--- src/rtl/disp_7seg_pkg.sv ---
// Shared constants for the multiplexed 7-segment display driver.
// Segment codes are in active-high form, bit order {g,f,e,d,c,b,a}.
package disp_7seg_pkg;

   localparam int unsigned SEG_W = 7;
   localparam int unsigned DIG_W = 4;

   localparam logic [SEG_W-1:0] CODE_0     = 7'b0111111;
   localparam logic [SEG_W-1:0] CODE_1     = 7'b0000110;
   localparam logic [SEG_W-1:0] CODE_2     = 7'b1011011;
   localparam logic [SEG_W-1:0] CODE_3     = 7'b1001111;
   localparam logic [SEG_W-1:0] CODE_4     = 7'b1100110;
   localparam logic [SEG_W-1:0] CODE_5     = 7'b1101101;
   localparam logic [SEG_W-1:0] CODE_6     = 7'b1111101;
   localparam logic [SEG_W-1:0] CODE_7     = 7'b0000111;
   localparam logic [SEG_W-1:0] CODE_8     = 7'b1111111;
   localparam logic [SEG_W-1:0] CODE_9     = 7'b1101111;
   localparam logic [SEG_W-1:0] CODE_A     = 7'b1110111;
   localparam logic [SEG_W-1:0] CODE_B     = 7'b1111100;
   localparam logic [SEG_W-1:0] CODE_C     = 7'b0111001;
   localparam logic [SEG_W-1:0] CODE_D     = 7'b1011110;
   localparam logic [SEG_W-1:0] CODE_E     = 7'b1111001;
   localparam logic [SEG_W-1:0] CODE_F     = 7'b1110001;
   localparam logic [SEG_W-1:0] CODE_DASH  = 7'b1000000;
   localparam logic [SEG_W-1:0] CODE_BLANK = 7'b0000000;

   // Full hex glyph lookup; decimal-only substitution is done by the encoder.
   function automatic logic [SEG_W-1:0] hex_code(input logic [DIG_W-1:0] v);
      logic [SEG_W-1:0] c;
      c = CODE_BLANK;
      case (v)
         4'h0: c = CODE_0;
         4'h1: c = CODE_1;
         4'h2: c = CODE_2;
         4'h3: c = CODE_3;
         4'h4: c = CODE_4;
         4'h5: c = CODE_5;
         4'h6: c = CODE_6;
         4'h7: c = CODE_7;
         4'h8: c = CODE_8;
         4'h9: c = CODE_9;
         4'hA: c = CODE_A;
         4'hB: c = CODE_B;
         4'hC: c = CODE_C;
         4'hD: c = CODE_D;
         4'hE: c = CODE_E;
         4'hF: c = CODE_F;
      endcase
      return c;
   endfunction

endpackage

--- src/rtl/seg7_hex_enc.sv ---
// Combinational digit encoder: 4-bit value -> active-high 7-segment code.
module seg7_hex_enc
   import disp_7seg_pkg::*;
(
   input  logic [DIG_W-1:0] value,
   input  logic             hex_mode,
   input  logic             blank,
   output logic [SEG_W-1:0] code
);

   // Blank wins; codes above 9 become a dash unless hex glyphs are enabled.
   always_comb begin
      code = CODE_BLANK;
      if (blank) begin
         code = CODE_BLANK;
      end else if (!hex_mode && (value > 4'd9)) begin
         code = CODE_DASH;
      end else begin
         code = hex_code(value);
      end
   end

endmodule

--- src/rtl/disp_7seg_scan.sv ---
// Multiplexed N-digit 7-segment driver: shadowed digit values, programmable
// scan rate, leading-zero blanking, decimal points and per-slot dead time.
module disp_7seg_scan
   import disp_7seg_pkg::*;
#(
   parameter int unsigned N_DIGIT     = 4,
   parameter int unsigned SCAN_DIV    = 50000,
   parameter bit          SEG_ACT_LOW = 1'b1,
   parameter bit          AN_ACT_LOW  = 1'b1
) (
   input  logic                   CLK,
   input  logic                   RST,
   input  logic [4*N_DIGIT-1:0]   DIN,
   input  logic [N_DIGIT-1:0]     DP_IN,
   input  logic                   LOAD,
   input  logic                   HEX_MODE,
   input  logic                   LZ_BLANK,
   output logic [SEG_W-1:0]       SEG,
   output logic                   SEG_DP,
   output logic [N_DIGIT-1:0]     AN
);

   localparam int unsigned CNT_W = $clog2(SCAN_DIV);
   localparam int unsigned IDX_W = (N_DIGIT > 1) ? $clog2(N_DIGIT) : 1;

   // XOR masks; the inactive output level equals the mask itself.
   localparam logic [SEG_W-1:0]   SEG_INV = {SEG_W{SEG_ACT_LOW}};
   localparam logic               DP_INV  = SEG_ACT_LOW;
   localparam logic [N_DIGIT-1:0] AN_INV  = {N_DIGIT{AN_ACT_LOW}};

   logic [CNT_W-1:0]              cnt_q;
   logic [IDX_W-1:0]              idx_q;
   logic [N_DIGIT-1:0][DIG_W-1:0] dig_q;
   logic [N_DIGIT-1:0]            dp_q;

   logic [SEG_W-1:0]   seg_q;
   logic               seg_dp_q;
   logic [N_DIGIT-1:0] an_q;

   logic [N_DIGIT-1:0] lz_mask;
   logic               upper_zero;
   logic [DIG_W-1:0]   sel_val;
   logic               sel_dp;
   logic               sel_blank;
   logic [N_DIGIT-1:0] an_d;
   logic [SEG_W-1:0]   seg_code;

   // Slot counter and digit index; index advances when the counter wraps.
   always_ff @(posedge CLK or posedge RST) begin
      if (RST) begin
         cnt_q <= '0;
         idx_q <= '0;
      end else if (cnt_q == CNT_W'(SCAN_DIV - 1)) begin
         cnt_q <= '0;
         idx_q <= (idx_q == IDX_W'(N_DIGIT - 1)) ? '0 : idx_q + IDX_W'(1);
      end else begin
         cnt_q <= cnt_q + CNT_W'(1);
      end
   end

   // Shadow registers for digit values and decimal points.
   always_ff @(posedge CLK or posedge RST) begin
      if (RST) begin
         dig_q <= '0;
         dp_q  <= '0;
      end else if (LOAD) begin
         dig_q <= DIN;
         dp_q  <= DP_IN;
      end
   end

   // Leading-zero mask (top-down zero run), digit select and anode pattern.
   always_comb begin
      lz_mask    = '0;
      upper_zero = 1'b1;
      sel_val    = '0;
      sel_dp     = 1'b0;
      sel_blank  = 1'b0;
      an_d       = '0;
      for (int i = int'(N_DIGIT) - 1; i >= 0; i--) begin
         upper_zero = upper_zero && (dig_q[i] == '0);
         lz_mask[i] = LZ_BLANK && (i != 0) && upper_zero;
      end
      for (int unsigned i = 0; i < N_DIGIT; i++) begin
         if (idx_q == IDX_W'(i)) begin
            sel_val   = dig_q[i];
            sel_dp    = dp_q[i];
            sel_blank = lz_mask[i];
            an_d[i]   = (cnt_q != '0);  // dead time on the first cycle of a slot
         end
      end
   end

   seg7_hex_enc u_enc (
      .value    (sel_val),
      .hex_mode (HEX_MODE),
      .blank    (sel_blank),
      .code     (seg_code)
   );

   // Output registers with board polarity applied.
   always_ff @(posedge CLK or posedge RST) begin
      if (RST) begin
         seg_q    <= SEG_INV;
         seg_dp_q <= DP_INV;
         an_q     <= AN_INV;
      end else begin
         seg_q    <= seg_code ^ SEG_INV;
         seg_dp_q <= sel_dp ^ DP_INV;
         an_q     <= an_d ^ AN_INV;
      end
   end

   assign SEG    = seg_q;
   assign SEG_DP = seg_dp_q;
   assign AN     = an_q;

endmodule

--- config.mk ---
export PLATFORM = sky130hd
export DESIGN_NAME = disp_7seg_scan
export DESIGN_NICKNAME = d
export VERILOG_FILES = /design/src/rtl/disp_7seg_pkg.sv /design/src/rtl/seg7_hex_enc.sv /design/src/rtl/disp_7seg_scan.sv
export SDC_FILE = /design/constraint.sdc
export NUM_CORES = 1
export LEC_CHECK = 0
export ABC_AREA = 1
export ABC_CLOCK_PERIOD_IN_PS = 2850
export CAP_MARGIN = 5
export CORE_MARGIN = 2
export CORE_UTILIZATION = 25
export DETAILED_ROUTE_END_ITERATION = 7
export GPL_ROUTABILITY_DRIVEN = 1
export PLACE_DENSITY_LB_ADDON = 0.3
export RECOVER_POWER = 50
export SLEW_MARGIN = 25
export SYNTH_ARGS = -nofsm -noshare
export SYNTH_HDL_FRONTEND = slang
export SYNTH_SLANG_ARGS = --single-unit
--- constraint.sdc ---
create_clock -name CLK -period 2.85 [get_ports CLK]
set_input_delay 0.285 -clock CLK [delete_from_list [all_inputs] [get_ports CLK]]
set_output_delay 0.285 -clock CLK [all_outputs]
set_load 0.05 [all_outputs]
==> results of run 1 <==
power groups by stage:
stage	Clock (uW)	Sequential, uW	Combinational [uW]
after global placement	0	805	303
after CTS	507	791	306
after floorplan	0	876	121
final	489	790	301
after detailed placement	0	804	305
after global routing	528	796	334
metal layers:
metal	track usage	routed length [um]
met3	0.0248	330
met5	0	0
met1	0.155	3020
met4	0.0403	57
met2	0.158	2380
through the flow:
step                      cell area, um2  setup slack, ps
after floorplan                     2690              884
after global placement              3210              657
after detailed placement            3210              514
after CTS                           3330              464
after global routing                3320              191
final                               3320              482
worst max-delay path, stage by stage (launching register included):
cell and delay (ps):
dfrtp_1 430, inv_1 130, ha_1 360, inv_1 140, nand3_1 110, nand2_1 60, nand2_1 180, inv_1 120
ha_1 270, o211ai_1 190, nand2_1 130, nand2_1 90, inv_2 50, nand2_1 70
cell usage in the layout (no fill, tap or decap), types with 2 or more instances in the layout:
master	count
ha_1	12
clkdlybuf4s50_1	35
nand3_1	28
nor2_1	22
clkbuf_1	3
xor2_1	9
nand2_2	2
mux2_2	7
clkbuf_8	6
nor2_2	3
nor4_2	2
inv_1	47
nand2_1	75
o211ai_1	2
o21ai_0	18
inv_2	3
nand4_1	6
nand2_4	2
dfstp_2	12
dfrtp_1	38
a21oi_1	11
nor3b_1	2
nor3_1	8
logic make-up (layout without fill, tap and decap cells):
logic type,Yosys count,after routing,share of synthesized area
AO/OA/AOI/OAI,34,34,0.0674
XOR/XNOR,9,9,0.0293
adder cells (fa/ha/maj),12,12,0.0558
buffers and inverters,56,97,0.0805
flip-flops,50,50,0.471
multiplexers,7,7,0.0293
AND/OR/NAND/NOR,154,154,0.267
flip-flops by register name, indices dropped and copies added (netlist names):
name    cells
SEG         7
AN          4
dig_q      16
dp_q        4
cnt_q      16
idx_q       2
SEG_DP      1
worst max path at each step:
stage	from	endpoint	slack [ps]	depth (start not counted)
floorplan	idx_q[0]	SEG[0]	880	14
CTS	idx_q[0]	SEG[2]	460	13
global placement	idx_q[0]	SEG[0]	660	13
finish	idx_q[0]	SEG[2]	480	13
detailed placement	idx_q[0]	SEG[2]	510	13
global route	idx_q[0]	SEG[2]	190	13
final cells by class:
class | count | area [um2]
Fill cell | 1123 | 7050
Tap cell | 136 | 170
Clock buffer | 8 | 111
Sequential cell | 50 | 1270
Multi-Input combinational cell | 216 | 1210
Inverter | 50 | 188
Timing Repair Buffer | 39 | 375
==> results.md, run 1 <==
- Outcome: complete, no violations
- P per Cell Area: 476 mW/mm2
- Clock share of power: 0.309
- Library cells used by synthesis: 30
- Asr flop ratio synth: 1.00
- I/O pin count: 37
- Hold WC Path Type: flop to flop
- Tot GR Track Use: 0.108
- Port Buf Inserts: 36
- Count leader, synth: nand2_1
- Setup TNS: 0 ps
- Max-Cap Viols: 0
- Worst-margin pin slew: 1200 ps
- Synth top area share: 0.353
- Achievable Freq: 422 MHz
- Reg power frac: 0.500
- Initial antenna violation count: 0
- Cell taking the most area after synthesis: dfrtp_1
- Largest net degree at the start of global routing: 33
- Post-CTS Resized: 0
- Worst hold path depth: 1
- Worst Path Required: 3100 ps
- Die area: 0.0116 mm2
- Layout overhead on the synthesized area: 23.3%
- FF-to-FF setup slack: 480 ps
- Clock insertion delay at the later pin of the skew report: 310 ps
- Final setup violation count: 0
- Yosys warning total: 0
- Crit path DAT: 2620 ps
- Hold WS: 486 ps
- CTS root buf: clkbuf_8
- Number of synthesized register bits: 50
- R2r endpoint: SEG[2]
- Min-delay src: dp_q[3]
- First-pass GRT wire length: 9.96 mm
- FP Rows: 37
- Top FF cell, synth: dfrtp_1
- Num Clock Sinks: 50
- Die Width: 108 um
- GRT overflow: 0
- Post-route ant nets: 0
- Detail Placement HPWL: 4.46 mm
- Post-synth top cells: 75 x nand2_1, 47 x inv_1, 38 x dfrtp_1, 28 x nand3_1, 22 x nor2_1
- Total setup buffers inserted after CTS: 0
- Initial core utilization: 0.259
- Post-DR wirelength/cell: 11.6 um
- Die height: 108 um
- Clk_skew: 10.0 ps
- Maximum root-to-sink buffer count: 2
- Crit path max fanout: 9
- Internal Power: 1130 uW
- Residual DRC: 0
- Clk slew on worst S/H paths: 100 ps
- CP Class: flop to flop
- Startpoint types: flop
- Post-Syn Nets: 359
- DP Cell Count: 491
- Sw Pwr: 445 uW
- Hold path endpoint: SEG_DP
- Layout cells sized above 1: 0.118
- Post-route insts no fill: 499
- TritonCTS Buffers: 5
- CP Capture Type: flop
- EDFF count, synth: 0
- Final Hold Viols: 0
- CTS tree: yes
- Top cells by area, synth: dfrtp_1 35%, dfstp_2 12%, nand2_1 10%, inv_1 6.6%, ha_1 5.6%
- Relative slew margins: 0.197
- RePlAce Congestion: 0.931
- Sequential fraction of the synthesis area: 0.471
- H-tree Lvls: 2
- Core area: 0.0104 mm2
- Slew Limit Fails: 0
- Vias: 2169
- Switching Fraction: 0.282
- N_diodes: 0
- Vias/cell: 4.35
- Cell Area, Synth: 0.00269 mm2
- Reg-to-Reg Start: idx_q[0]
- Finished Core Util: 0.320
- DRT Pass-1 Iters: 4
- Final wirelength: 5.79 mm
- Final clock period utilization by the worst path: 0.831
- Maximum vdd drop: 0.223 mV
- Gate power share: 0.191
- Nets: 399
- Drt initial violations: 79
- Synth Area per Inst: 8.35 um2
- Final min period: 2370 ps
- Vias in the first global route: 2066
- RSZ-0062 raised after global routing: false
- Register-to-Register Path Depth: 13
- Leakage: 0.00155 uW
- Total power: 1580 uW
- Hold-fix buffers, CTS: 0
- Post-synthesis cell count: 322
(Power assumes the default switching activity.)
==> run 2: changes to the inputs <==
--- a/config.mk
+++ b/config.mk
@@ -6,7 +6,7 @@
 export NUM_CORES = 1
 export LEC_CHECK = 0
 export ABC_AREA = 1
-export ABC_CLOCK_PERIOD_IN_PS = 2850
+export ABC_CLOCK_PERIOD_IN_PS = 2400
 export CAP_MARGIN = 5
 export CORE_MARGIN = 2
 export CORE_UTILIZATION = 25
==> constraint.sdc (replaced) <==
create_clock -name CLK -period 2.4 [get_ports CLK]
set_input_delay 0.24 -clock CLK [delete_from_list [all_inputs] [get_ports CLK]]
set_output_delay 0.24 -clock CLK [all_outputs]
set_load 0.05 [all_outputs]
==> results.md, run 2 (same netlist as run 1, synthesis figures left out) <==
- Final wirelength: 5.73 mm (was 5.79 mm)
- Num Clock Sinks: 50 (unchanged)
- N_diodes: 0 (unchanged)
- Critical Path Max Stage Delay: 420 ps (was 430 ps)
- Layout cells sized above 1: 0.129 (was 0.118)
- Setup TNS: 0 ps (unchanged)
- CP Capture Type: flop (unchanged)
- Initial antenna violation count: 0 (unchanged)
- Critical path's slowest cell: dfrtp_1 (unchanged)
- Slew Limit Fails: 0 (unchanged)
- Crit path max fanout: 6 (was 9)
- Total setup buffers inserted after CTS: 0 (unchanged)
- Worst Path Required: 2640 ps (was 3100 ps)
- Initial core utilization: 0.259 (unchanged)
- Clk slew on worst S/H paths: 90 ps (was 100 ps)
- I/O pin count: 37 (unchanged)
- Clock insertion delay at the later pin of the skew report: 300 ps (was 310 ps)
- Port Buf Inserts: 36 (unchanged)
- Most frequent cells in the layout: 74 x nand2_1, 46 x inv_1, 38 x dfrtp_1, 34 x clkdlybuf4s50_1, 28 x nand3_1 (was 75 x nand2_1, 47 x inv_1, 38 x dfrtp_1, 35 x clkdlybuf4s50_1, 28 x nand3_1)
- Worst-margin pin slew: 1220 ps (was 1200 ps)
- RePlAce Congestion: 0.851 (was 0.931)
- Reg area: 0.00127 mm2 (unchanged)
- Post-DR wirelength/cell: 11.5 um (was 11.6 um)
- CTS root buf: clkbuf_8 (unchanged)
- Die area: 0.0116 mm2 (unchanged)
- Leakage: 0.00155 uW (about the same)
- Crit path DAT: 2350 ps (was 2620 ps)
- Clk_skew: 15.0 ps (was 10.0 ps)
- Fill cells: 1130 (was 1123)
- CTS tree: yes (unchanged)
- CP Class: flop to flop (unchanged)
- Die Width: 108 um (unchanged)
- Hold WS: 469 ps (was 486 ps)
- Core area: 0.0104 mm2 (unchanged)
- Cell mode on critical path: nand2_1 (unchanged)
- Crit path max-delay family: simple AND/OR/NAND/NOR gates (unchanged)
- Outcome: complete, no violations (unchanged)
- Final Hold Viols: 0 (unchanged)
- Footprint of the multi-input gates: 0.00121 mm2 (about the same)
- Max-Cap Viols: 0 (unchanged)
- Residual DRC: 0 (unchanged)
- Post-route ant nets: 0 (unchanged)
- P per Cell Area: 564 mW/mm2 (was 476 mW/mm2)
- Startpoint types: flop (unchanged)
- Detail Placement HPWL: 4.40 mm (was 4.46 mm)
- Vias/cell: 4.29 (was 4.35)
- TritonCTS Buffers: 5 (unchanged)
- Vias in the first global route: 2069 (was 2066)
- FP Rows: 37 (unchanged)
- Drt initial violations: 89 (was 79)
- CP Cell Sequence: inv_1 -> ha_1 -> inv_2 -> nand2_1 -> nand3_1 -> nand2_1 -> nand2_1 -> ha_1 -> o211ai_1 -> nand2_1 -> nand2_1 -> inv_2 -> nand2_1 (was inv_1 -> ha_1 -> inv_1 -> nand3_1 -> nand2_1 -> nand2_1 -> inv_1 -> ha_1 -> o211ai_1 -> nand2_1 -> nand2_1 -> inv_2 -> nand2_1)
- Tot GR Track Use: 0.109 (was 0.108)
- Relative slew margins: 0.186 (was 0.197)
- Nets: 400 (was 399)
- Layout overhead on the synthesized area: 23.8% (was 23.3%)
- Largest net degree at the start of global routing: 51 (was 33)
- Achievable Freq: 473 MHz (was 422 MHz)
- DRT Pass-1 Iters: 4 (unchanged)
- WP buf/inv: 3 (was 4)
- Maximum root-to-sink buffer count: 2 (unchanged)
- Final min period: 2120 ps (was 2370 ps)
- Final clock period utilization by the worst path: 0.882 (was 0.831)
- GRT overflow: 0 (unchanged)
- Hold WC Path Type: flop to flop (unchanged)
- First-pass GRT wire length: 10.0 mm (was 9.96 mm)
- Die height: 108 um (unchanged)
- Final setup violation count: 0 (unchanged)
- H-tree Lvls: 2 (unchanged)
- Maximum vdd drop: 0.240 mV (was 0.223 mV)
- RSZ-0062 raised after global routing: false (unchanged)
- Vias: 2143 (was 2169)
- Commonest non-fill, non-tap cell in the layout: nand2_1 (unchanged)
-- run 2: path summary, 6_finish.rpt --
check,startpoint,slack [ps],end,depth (start not counted)
hold / removal,cnt_q[13],470,cnt_q[13],1
setup reg to reg,idx_q[1],280,SEG[2],13
min in group asynchronous,RST,780,dig_q[13],3
setup / recovery,idx_q[1],280,SEG[2],13
max in group asynchronous,RST,880,idx_q[1],3
hold reg to reg,cnt_q[13],470,cnt_q[13],1
-- run 2: area by class of cell --
cell class | count | area share
inverter | 50 | 0.0564
clock buffer | 7 | 0.0229
multi-input combinational | 216 | 0.365
sequential | 50 | 0.380
tap | 136 | 0.0511
timing repair buffer | 40 | 0.115
clock inverter | 1 | 0.00902
-- run 2: report_power, final --
group	internal (uW)	switching (uW)	total (uW)
Sequential	914	25.4	940
Combinational	134	222	357
Clock	312	270	582
Total	1360	518	1880
-- run 2: metal layers --
metal / GRT usage / wire [um] / up-vias
met2: 0.154 / 2280 / 61
met3: 0.0242 / 319 / 4
met5: 0 / 0 / -
met1: 0.164 / 3100 / 976
li1: - / - / 1102
met4: 0.0302 / 35 / 0
-- run 2: timing repair --
action	4_1_cts	5_1_grt
endpoints found under the setup margin	0	5
gates resized for setup	0	3
hold buffers	0	0
-- run 2: metrics by stage --
step	power (uW)	instances	utilization	area, um2	setup slack [ps]
after CTS	1900	500	0.321	3330	188
after detailed placement	1320	492	0.311	3220	221
final	1880	500	0.321	3330	284
after global placement	1310	492	0.311	3220	322
after floorplan	1180	322	-	2690	434
after global routing	1980	500	0.321	3330	36.6
